## src/rtl/seq_pkg.sv

```systemverilog
// Shared types and constants for the A/B accumulator CPU sequencer.
// Holds the FSM state enum, special opcodes and the IMEM word width.
package seq_pkg;

  typedef enum logic [1:0] {
    S_IDLE,
    S_FETCH,
    S_EXEC,
    S_HALT
  } state_t;

  localparam int IMEM_W = 15;

  localparam logic [6:0] HALT_OPC = 7'b1111111;
  localparam logic [6:0] NOP_OPC  = 7'b1111110;

  localparam logic [6:0] JMP_OPC  = 7'b1010000;
  localparam logic [6:0] JEQ_OPC  = 7'b1010001;
  localparam logic [6:0] JNE_OPC  = 7'b1010010;
  localparam logic [6:0] JGT_OPC  = 7'b1010011;
  localparam logic [6:0] JLT_OPC  = 7'b1010100;
  localparam logic [6:0] JGE_OPC  = 7'b1010101;
  localparam logic [6:0] JLE_OPC  = 7'b1010110;
  localparam logic [6:0] JCR_OPC  = 7'b1010111;
  localparam logic [6:0] JOV_OPC  = 7'b1011000;

endpackage

```

## src/rtl/instr_sequencer_branch_eval.sv

```systemverilog
// branch_eval: combinational jump decision from opcode and flags.
// Ports: opcode[6:0], flags_status[3:0] = {Z,N,C,V} in; taken out.
module branch_eval
  import seq_pkg::*;
(
  input  logic [6:0] opcode,
  input  logic [3:0] flags_status,
  output logic       taken
);

  logic z, n, c, v;

  assign z = flags_status[3];
  assign n = flags_status[2];
  assign c = flags_status[1];
  assign v = flags_status[0];

  always_comb begin
    taken = 1'b0;
    case (opcode)
      JMP_OPC: taken = 1'b1;
      JEQ_OPC: taken = z;
      JNE_OPC: taken = !z;
      JGT_OPC: taken = !n && !z;
      JLT_OPC: taken = n;
      JGE_OPC: taken = !n;
      JLE_OPC: taken = n || z;
      JCR_OPC: taken = c;
      JOV_OPC: taken = v;
      default: taken = 1'b0;
    endcase
  end

endmodule

```

## src/rtl/instr_sequencer.sv

```systemverilog
// Fetch/execute sequencer: fetches into IR over req/ack, strobes one
// EXEC cycle, updates pc (incl. flag jumps when SEQ_JUMP_EN defined).
// Ports: clk, rst, run, imem_req/addr/ack/data, flags_status,
// opcode, k8, exec_en, pc, halted.
module instr_sequencer
  import seq_pkg::*;
#(
  parameter int PC_W = 8
) (
  input  logic              clk,
  input  logic              rst,
  input  logic              run,
  output logic              imem_req,
  output logic [PC_W-1:0]   imem_addr,
  input  logic              imem_ack,
  input  logic [IMEM_W-1:0] imem_data,
  input  logic [3:0]        flags_status,
  output logic [6:0]        opcode,
  output logic [7:0]        k8,
  output logic              exec_en,
  output logic [PC_W-1:0]   pc,
  output logic              halted
);

  state_t            state;
  state_t            state_next;
  logic [PC_W-1:0]   pc_next;
  logic [IMEM_W-1:0] ir;
  logic [IMEM_W-1:0] ir_next;
  logic              taken;

`ifdef SEQ_JUMP_EN
  branch_eval u_branch_eval (
    .opcode       (ir[14:8]),
    .flags_status (flags_status),
    .taken        (taken)
  );
`else
  logic unused_flags;
  assign unused_flags = ^flags_status;
  assign taken = 1'b0;
`endif

  always_ff @(posedge clk or posedge rst) begin
    if (rst) begin
      state <= S_IDLE;
      pc    <= '0;
      ir    <= '0;
    end else begin
      state <= state_next;
      pc    <= pc_next;
      ir    <= ir_next;
    end
  end

  always_comb begin
    state_next = state;
    pc_next    = pc;
    ir_next    = ir;
    case (state)
      S_IDLE: begin
        if (run) state_next = S_FETCH;
      end
      S_FETCH: begin
        if (imem_ack) begin
          ir_next    = imem_data;
          state_next = S_EXEC;
        end
      end
      S_EXEC: begin
        if (ir[14:8] == HALT_OPC) begin
          state_next = S_HALT;
        end else begin
          state_next = S_FETCH;
          if (taken) pc_next = PC_W'(ir[7:0]);
          else       pc_next = pc + 1'b1;
        end
      end
      S_HALT: begin
        state_next = S_HALT;
      end
      default: begin
        state_next = S_IDLE;
      end
    endcase
  end

  // Outside EXEC the control unit sees NOP so no register loads occur.
  always_comb begin
    imem_req = 1'b0;
    exec_en  = 1'b0;
    halted   = 1'b0;
    opcode   = NOP_OPC;
    case (state)
      S_FETCH: imem_req = 1'b1;
      S_EXEC: begin
        exec_en = 1'b1;
        opcode  = ir[14:8];
      end
      S_HALT:  halted = 1'b1;
      default: ;
    endcase
  end

  assign imem_addr = pc;
  assign k8        = ir[7:0];

endmodule

```

## config.mk

```make
export PLATFORM = sky130hd
export DESIGN_NAME = instr_sequencer
export DESIGN_NICKNAME = d
export VERILOG_FILES = /design/src/rtl/seq_pkg.sv /design/src/rtl/instr_sequencer_branch_eval.sv /design/src/rtl/instr_sequencer.sv
export SDC_FILE = /design/constraint.sdc
export NUM_CORES = 1
export LEC_CHECK = 0
export CAP_MARGIN = 20
export CORE_MARGIN = 1
export CORE_UTILIZATION = 38
export CTS_BUF_LIST = sky130_fd_sc_hd__clkbuf_4
export CTS_CLUSTER_DIAMETER = 150
export DETAILED_ROUTE_END_ITERATION = 6
export PLACE_DENSITY_LB_ADDON = 0.25
export SLEW_MARGIN = 5
export SYNTH_ARGS = -nofsm -noshare
export SYNTH_HDL_FRONTEND = slang
export SYNTH_SLANG_ARGS = --single-unit
```

## constraint.sdc

```tcl
create_clock -name clk -period 1.26 [get_ports clk]
set_input_delay 0.252 -clock clk [delete_from_list [all_inputs] [get_ports clk]]
set_output_delay 0.252 -clock clk [all_outputs]
set_load 0.01 [all_outputs]
```

After elaboration in Yosys (flattened, before gate mapping)
Index checks and enable logic that the tools add are counted.
Cells by class
  add/subtract/negate cells: 1
  multipliers: 0
  divide/modulo/power cells: 0
  order comparisons: 0
  equality and inequality tests: 6
  shifts and indexed selects: 0
  multiplexer cells: 8
  bitwise logic cells: 1
  reductions and logical operators: 4
Operator list (number)
  8-bit by 1-bit adder with 8-bit output, second input constant: 1
  2-bit one-hot mux with 4 select lines: 1
  7-bit equality test, second input constant: 1
  7-bit 2-to-1 mux: 1
  2-bit 2-to-1 mux: 3
  2-bit AND reduction: 3
  2-bit equality test, second input constant: 2
  2-bit inequality test, second input constant: 2
  1-bit 2-to-1 mux: 3
  2-bit by 1-bit equality test with 1-bit output, second input constant: 1
  2-bit zero test: 1
  1-bit inverter: 1
Word-level totals
  bits in registers: 25
  latch bits: 0
  RAM bits: 0
  bits in read-only memories: 0
  input bits: 23
  output and inout port bits: 34
  logic and storage cells: 23
  memories: 0

Depth between registers and ports, before layout
Gate-level depths: netlist of run 1.
  depth after elaboration: 3
  gate-level depth with buffers: 5
  depth with buffers taken out: 4

Worst setup path before layout of run 1
Ideal clock, no wire load.
  path kind: register to output
  start point: register state[0]
  end point: output port opcode[1]
  arrival: 989 ps
  data required time: 1008 ps
  setup slack: 19 ps
  cell stages (with the launch flop): 4
  path buffers: 1
  cells stage by stage: dfrtp_1 -> and2b_1 -> buf_6 -> or2b_1
On the way
  longest elaborated chain between the ends: 2
RTL lines
  start, declared: RTL line instr_sequencer.sv:25  | state_t state;
  start signal, assigned: RTL line instr_sequencer.sv:50  | state <= state_next;
  2-bit equality test: RTL line instr_sequencer.sv:94  | case (state)
  7-bit 2-to-1 mux: RTL line instr_sequencer.sv:94
  end, declared: RTL line instr_sequencer.sv:18  | output logic [6:0] opcode,
Every way passes these cells.

Worst setup path after layout of run 1
  start point: register state[0]
  end point: output port opcode[3]
Same word-level chain as after synthesis.

==> flow_summary.ini, run 1 <==
[setup_path]
crit_path_max_incr_delay_ns = 0.43
worst_setup_path_start_kind = flop
reg2regPathDepth = 6
critPathCaptureType = output port
cp_num_buf_inv = 1
crit_path_cell_trace = and2b_2 -> or2b_1 -> buf_6
cp_data_arrival_time_ns = 1.35
cp_top_family = simple AND/OR/NAND/NOR gates
path_depth = 3
crit_required_ns = 1.01
critPathKind = reg2out
critical_path.max_fanout = 5
slowest_stage = dfrtp_1

[routing]
ant_nets = 0
wl_per_cell_um = 13.1
vias = 955
routed_wl_um = 2830
dr.pass1.iters = 3
drc_errors = 0
drtIter0Drc = 11
via_per_inst = 4.42

[layout]
nNetsFinal = 197
num_antenna_cells = 0
fill_cells = 251
syn2layout_area_growth_pct = 60.0
drive_gt1_frac = 0.512

[synthesis]
synth-compound-area-share = 0.0330
syn-cell-area_mm2 = 0.00125
async_flop_share = 1.00
syn_avg_cell_area_um2 = 12.3
synth_edf_count = 0
yosys.area.top_type_share = 0.501
synth_cell_types = 24
yosysWarnings = 0
synth_seq_area_share = 0.501
yosys.area_share.simple = 0.153
synthMuxAreaShare = 0.135
synth_top_cells_by_area = dfrtp_1 (50%), mux2_2 (14%), buf_4 (9.6%), or2b_1 (3.0%), xnor2_1 (2.8%)
syn-instance-count = 102
synth_fp_nets = 126
yosys-top-cells-count = dfrtp_1 (25), buf_4 (16), mux2_2 (15)
synth_adder_area_share = 0.0100
yosysMostFrequentCell = dfrtp_1
synth-main-ff-cell = dfrtp_1
synthXorXnorAreaFrac = 0.0490
synth_top_family_by_area = simple AND/OR/NAND/NOR gates
yosys.area.top_type = dfrtp_1
synth-seq-cells = 25

[place]
place_congestion = 0.638
portBuffers = 52
post-place-ws_ns = -0.405
dpl.hpwl_um = 1880

[flow_run]
maxCapViolations = 0

[clocking]
cts_tree = built
cts_htree_levels = 1
cts-buffers-inserted = 3
clkLatencyLatePin_ns = 0.31
path_clk_slew_ns = 0.13
max-clock-path-buffers = 2
cts_sinks = 25
cts-root-buf = clkbuf_4

[timing]
worst_slew_pin_slew_ns = 0.448
finalCritPeriodShare = 1.27
fin_ws_ns = -0.345
period_needed_ns = 1.61
fmax_ghz = 0.623
skew_ns = 0.00303
hold_viol = 0
rsz0062_at_grt = yes
fin_tns_setup_ns = -6.32
holdWs_ns = 0.266
drv_slew = 0
slew_headroom = 0.700
finalSetupViolations = 33

[floorplanning]
placementRows = 20
die_area_mm2 = 0.00352
ioPinCount = 57
core_area_mm2 = 0.00308
die_w_um = 59.4
die_h_um = 59.4
start_util = 0.406

[run_status]
violations = setup timing
status = finished with violations

[global_routing]
first_global_vias = 1000
overflow = 0
antenna_found_initial = 0
grt_pass1_wl_um = 4330
grt_max_degree = 26
grt_util_all_layers = 0.168

[power]
p_leak_nw = 0.924
p_per_area_mw_per_mm2 = 1730
vdd_drop_max_mv = 0.929

[hold_path]
hold_class = in2async
-- layout make-up --
| type | instances | area [um^2] | share of cell area |
|---|---|---|---|
| clock buffers | 4 | 30.0 | 0.0150 |
| flip-flops and latches | 25 | 626 | 0.313 |
| well taps | 44 | 55.1 | 0.0275 |
| inverters | 1 | 3.75 | 0.00188 |
| repair buffers | 82 | 741 | 0.370 |
| multi-input cells | 60 | 544 | 0.272 |
-- routing by layer --
layer,GRT usage,vias to the layer above,part of all wire
met3,0.0393,4,0.060
met1,0.182,459,0.39
li1,-,462,-
met5,0,-,0
met4,0.0612,0,0.011
met2,0.315,30,0.54
-- final timing paths --
check                                startpoint                  to  slack, ns
max in group asynchronous                   rst  ir[10]$_DFFE_PP0P_       0.85
max                        state[0]$_DFFE_PP0P_           opcode[3]      -0.35
min                                         rst   ir[3]$_DFFE_PP0P_       0.27
max reg2reg                state[1]$_DFFE_PP0P_  ir[11]$_DFFE_PP0P_      -0.20
min in group clk              ir[2]$_DFFE_PP0P_   ir[2]$_DFFE_PP0P_       0.52
min reg2reg                   ir[2]$_DFFE_PP0P_   ir[2]$_DFFE_PP0P_       0.52
-- where the power goes --
part / total [mW] / switching [mW] / internal [mW]
Clock: 0.369 / 0.224 / 0.145
Combinational: 1.81 / 0.711 / 1.10
Sequential: 1.29 / 0.175 / 1.11
Total: 3.47 / 1.11 / 2.36
-- tightest hold or removal path, delay by kind of cell --
| kind | cells | cell delay (ns) |
|---|---|---|
| buffers and inverters | 3 | 0.69 |
-- stage by stage --
step | std cells | power, mW | area, um^2 | utilization
global placement | 195 | 2.88 | 1810 | 0.587
finish | 216 | 3.47 | 2000 | 0.650
detailed placement | 195 | 2.94 | 1810 | 0.587
CTS | 211 | 3.29 | 1900 | 0.618
floorplan | 102 | 2.23 | 1250 | -
global route | 216 | 3.70 | 2000 | 0.650
-- what timing repair did --
| item | CTS | global route |
|---|---|---|
| gates cloned | 1 | 1 |
| resized for setup | 105 | 32 |
| hold buffers | 0 | 0 |
| pin swaps | 6 | 2 |
| endpoints found under the setup margin | 57 | 53 |
| setup buffers | 12 | 4 |
-- cell usage in the layout, fill, tap and decap left out, types with 2 or more instances in the layout --
master	n
and2b_2	2
buf_2	6
buf_4	21
buf_6	18
clkbuf_2	6
clkbuf_4	4
clkdlybuf4s15_1	12
clkdlybuf4s50_1	18
dfrtp_1	25
mux2_2	15
nand2_1	6
nand2_2	3
nand2_8	2
nand2b_1	2
nand4_1	3
nor3_2	2
o21ai_0	2
or2b_1	5
xnor2_1	3
xor2_1	3
-- state kept, by name, summed over array words and instances, names as in the netlist --
name / cells
ir: 15
imem_addr: 8
state: 2
-- cell families after synthesis --
family	after synthesis
and+or+nand+nor	31
DFF	25
buffers and inverters	19
muxes	15
xor gates and xnor gates	7
AOI/OAI and AO/OA	4
adders and majority gates	1
Note: power is estimated with default switching activity, not from simulation.
==> inputs of run 2 (changes only) <==
--- a/config.mk
+++ b/config.mk
@@ -7,7 +7,7 @@
 export LEC_CHECK = 0
 export CAP_MARGIN = 20
 export CORE_MARGIN = 1
-export CORE_UTILIZATION = 38
+export CORE_UTILIZATION = 42
 export CTS_BUF_LIST = sky130_fd_sc_hd__clkbuf_4
 export CTS_CLUSTER_DIAMETER = 150
 export DETAILED_ROUTE_END_ITERATION = 6
==> constraint.sdc (replaced) <==
create_clock -name clk -period 1.55 [get_ports clk]
set_input_delay 0.31 -clock clk [delete_from_list [all_inputs] [get_ports clk]]
set_output_delay 0.31 -clock clk [all_outputs]
set_load 0.01 [all_outputs]
==> run 2 against run 1 <==
  * The flow still finishes with violations (setup timing)
  * Global-route usage is 0.37 points lower
  * Register-to-register slack better by 0.33 ns
  * Combinational power down 33%
  * Clock power down 23%
  * Critical path depth rose by 1
  * Core utilization is 0.94 points higher
  * Via count is 2.9% lower
  * Final area decreased by 8.3%
  * Flip-flop and latch count unchanged
  * Clock-buffer cell count fell by 1
  * Wire length shrank 13%
  * Die area is 9.2% lower
  * Largest cell class unchanged
  * Highest routed layer unchanged
==> flow_summary.ini, run 2 (synthesized netlist as in run 1, its figures left out) <==
[setup_path]
critical_path.max_fanout = 4
reg2regPathDepth = 5
critPathKind = reg2out
cp_top_family = simple AND/OR/NAND/NOR gates
cp_num_buf_inv = 2
critPathCaptureType = output port
worst_setup_path_start_kind = flop
crit_required_ns = 1.24
crit_path_max_incr_delay_ns = 0.40
crit_path_cell_trace = and2b_2 -> buf_6 -> or2b_1 -> buf_2
rrSetupSlack_ns = 0.13
slowest_stage = dfrtp_1
cp_data_arrival_time_ns = 1.42
r2r_end = ir[8]$_DFFE_PP0P_
r2r-start = state[0]$_DFFE_PP0P_
path_depth = 4

[layout]
num_antenna_cells = 0
syn2layout_area_growth_pct = 46.6
stdcell_area_mm2 = 0.00183
nNetsFinal = 185
final_core_util = 0.659
layout_commonest_cell = dfrtp_1
stdcell_count = 191
top_register = ir
final_cell_mix = dfrtp_1 (23), clkdlybuf4s50_1 (18), buf_4 (18)
largest_reg_flops = 15
drive_gt1_frac = 0.369

[routing]
dr.pass1.iters = 4
ant_nets = 0
via_per_inst = 4.85
drc_errors = 0
routed_wl_um = 2460
wl_per_cell_um = 12.9
drtIter0Drc = 28
vias = 927

[floorplanning]
placementRows = 19
die_area_mm2 = 0.00320
ioPinCount = 57
die_h_um = 56.6
die_w_um = 56.6
core_area_mm2 = 0.00278
start_util = 0.449

[clocking]
cts_tree = built
cts_htree_levels = 1
path_clk_slew_ns = 0.13
clkLatencyLatePin_ns = 0.32
cts-root-buf = clkbuf_4
max-clock-path-buffers = 2
cts-buffers-inserted = 3
cts_sinks = 25

[global_routing]
antenna_found_initial = 0
grt_pass1_wl_um = 4020
grt_max_degree = 26
grt_util_all_layers = 0.165
overflow = 0
first_global_vias = 915

[hold_path]
hold_class = in2async

[timing]
finalCritPeriodShare = 1.12
period_needed_ns = 1.73
hold_viol = 0
fin_ws_ns = -0.184
drv_slew = 0
fmax_ghz = 0.577
rsz0062_at_grt = yes
worst_slew_pin_slew_ns = 0.312
skew_ns = 0.00590
slew_headroom = 0.792
finalSetupViolations = 6

[run_status]
violations = setup timing
status = finished with violations

[flow_run]
maxCapViolations = 0

[power]
vdd_drop_max_mv = 1.08
power_mw = 2.56
p_leak_nw = 1.01
p_per_area_mw_per_mm2 = 1390

[place]
post-place-ws_ns = -0.165
dpl.hpwl_um = 1660
dp.cells = 171
portBuffers = 52
placed_cell_area_mm2 = 0.00169
place_congestion = 0.733
[run 2: cell types whose count changed in the layout (fill, tap and decap cells not counted), moves of 6 or more]
cell,previous run,this run
buf_6,18,4
clkdlybuf4s15_1,12,0
dlygate4sd2_1,0,12
dlymetal6s2s_1,0,12
clkbuf_2,6,0
[run 2: timing repair]
action / in CTS / in global routing
resized for setup: 53 / 19
setup endpoints to repair: 26 / 20
hold buffers: 0 / 0
setup buffers: 15 / 1
[run 2: cell type report]
| cell class | instances | area [um^2] |
|---|---|---|
| fillers | 240 | 948 |
| repair buffers | 72 | 656 |
| flip-flops and latches | 25 | 628 |
| multi-input cells | 58 | 479 |
| well taps | 31 | 38.8 |
| clock buffers | 3 | 22.5 |
| clock inverters | 1 | 5.00 |
| inverters | 1 | 3.75 |
[run 2: metal layers]
metal,GRT usage,part of all wire
met1,0.201,0.42
met2,0.281,0.49
met4,0.0836,0.021
met5,0,0
met3,0.0230,0.062
[run 2: report_power, final]
| part | internal [mW] | switching (mW) |
|---|---|---|
| Combinational | 0.744 | 0.481 |
| Clock | 0.0966 | 0.187 |
| Sequential | 0.908 | 0.140 |
| Total | 1.75 | 0.808 |
[run 2: metrics by stage]
| step | hold WS [ns] | TNS, ns |
|---|---|---|
| after floorplan | 0.337 | 0 |
| after global placement | 0.483 | -0.942 |
| after detailed placement | 0.493 | -1.03 |
| after CTS | 0.325 | -1.19 |
| after global routing | 0.353 | -1.51 |
| final | 0.317 | -1.01 |
[run 2: worst register-to-register path: cells and delay by family (launching register included)]
kind	cells	cell delay (ns)
muxes	1	0.37
and+or+nand+nor	2	0.31
DFF	1	0.40
buffers and inverters	2	0.24
[run 2: how the worst max path moves through the flow]
stage | startpoint | endpoint | slack (ns)
floorplan | state[0]$_DFFE_PP0P_ | opcode[1] | 0.25
global placement | state[0]$_DFFE_PP0P_ | opcode[5] | -0.15
detailed placement | state[0]$_DFFE_PP0P_ | opcode[5] | -0.16
CTS | state[0]$_DFFE_PP0P_ | opcode[5] | -0.20
global route | state[0]$_DFFE_PP0P_ | opcode[5] | -0.26
finish | state[0]$_DFFE_PP0P_ | opcode[5] | -0.18
==> inputs of run 3 (changes only) <==
--- a/config.mk
+++ b/config.mk
@@ -6,7 +6,6 @@
 export NUM_CORES = 1
 export LEC_CHECK = 0
 export CAP_MARGIN = 20
-export CORE_MARGIN = 1
 export CORE_UTILIZATION = 42
 export CTS_BUF_LIST = sky130_fd_sc_hd__clkbuf_4
 export CTS_CLUSTER_DIAMETER = 150
==> results of run 3 <==
Same layout as run 2: the final DEF is identical, and so are final timing and power.
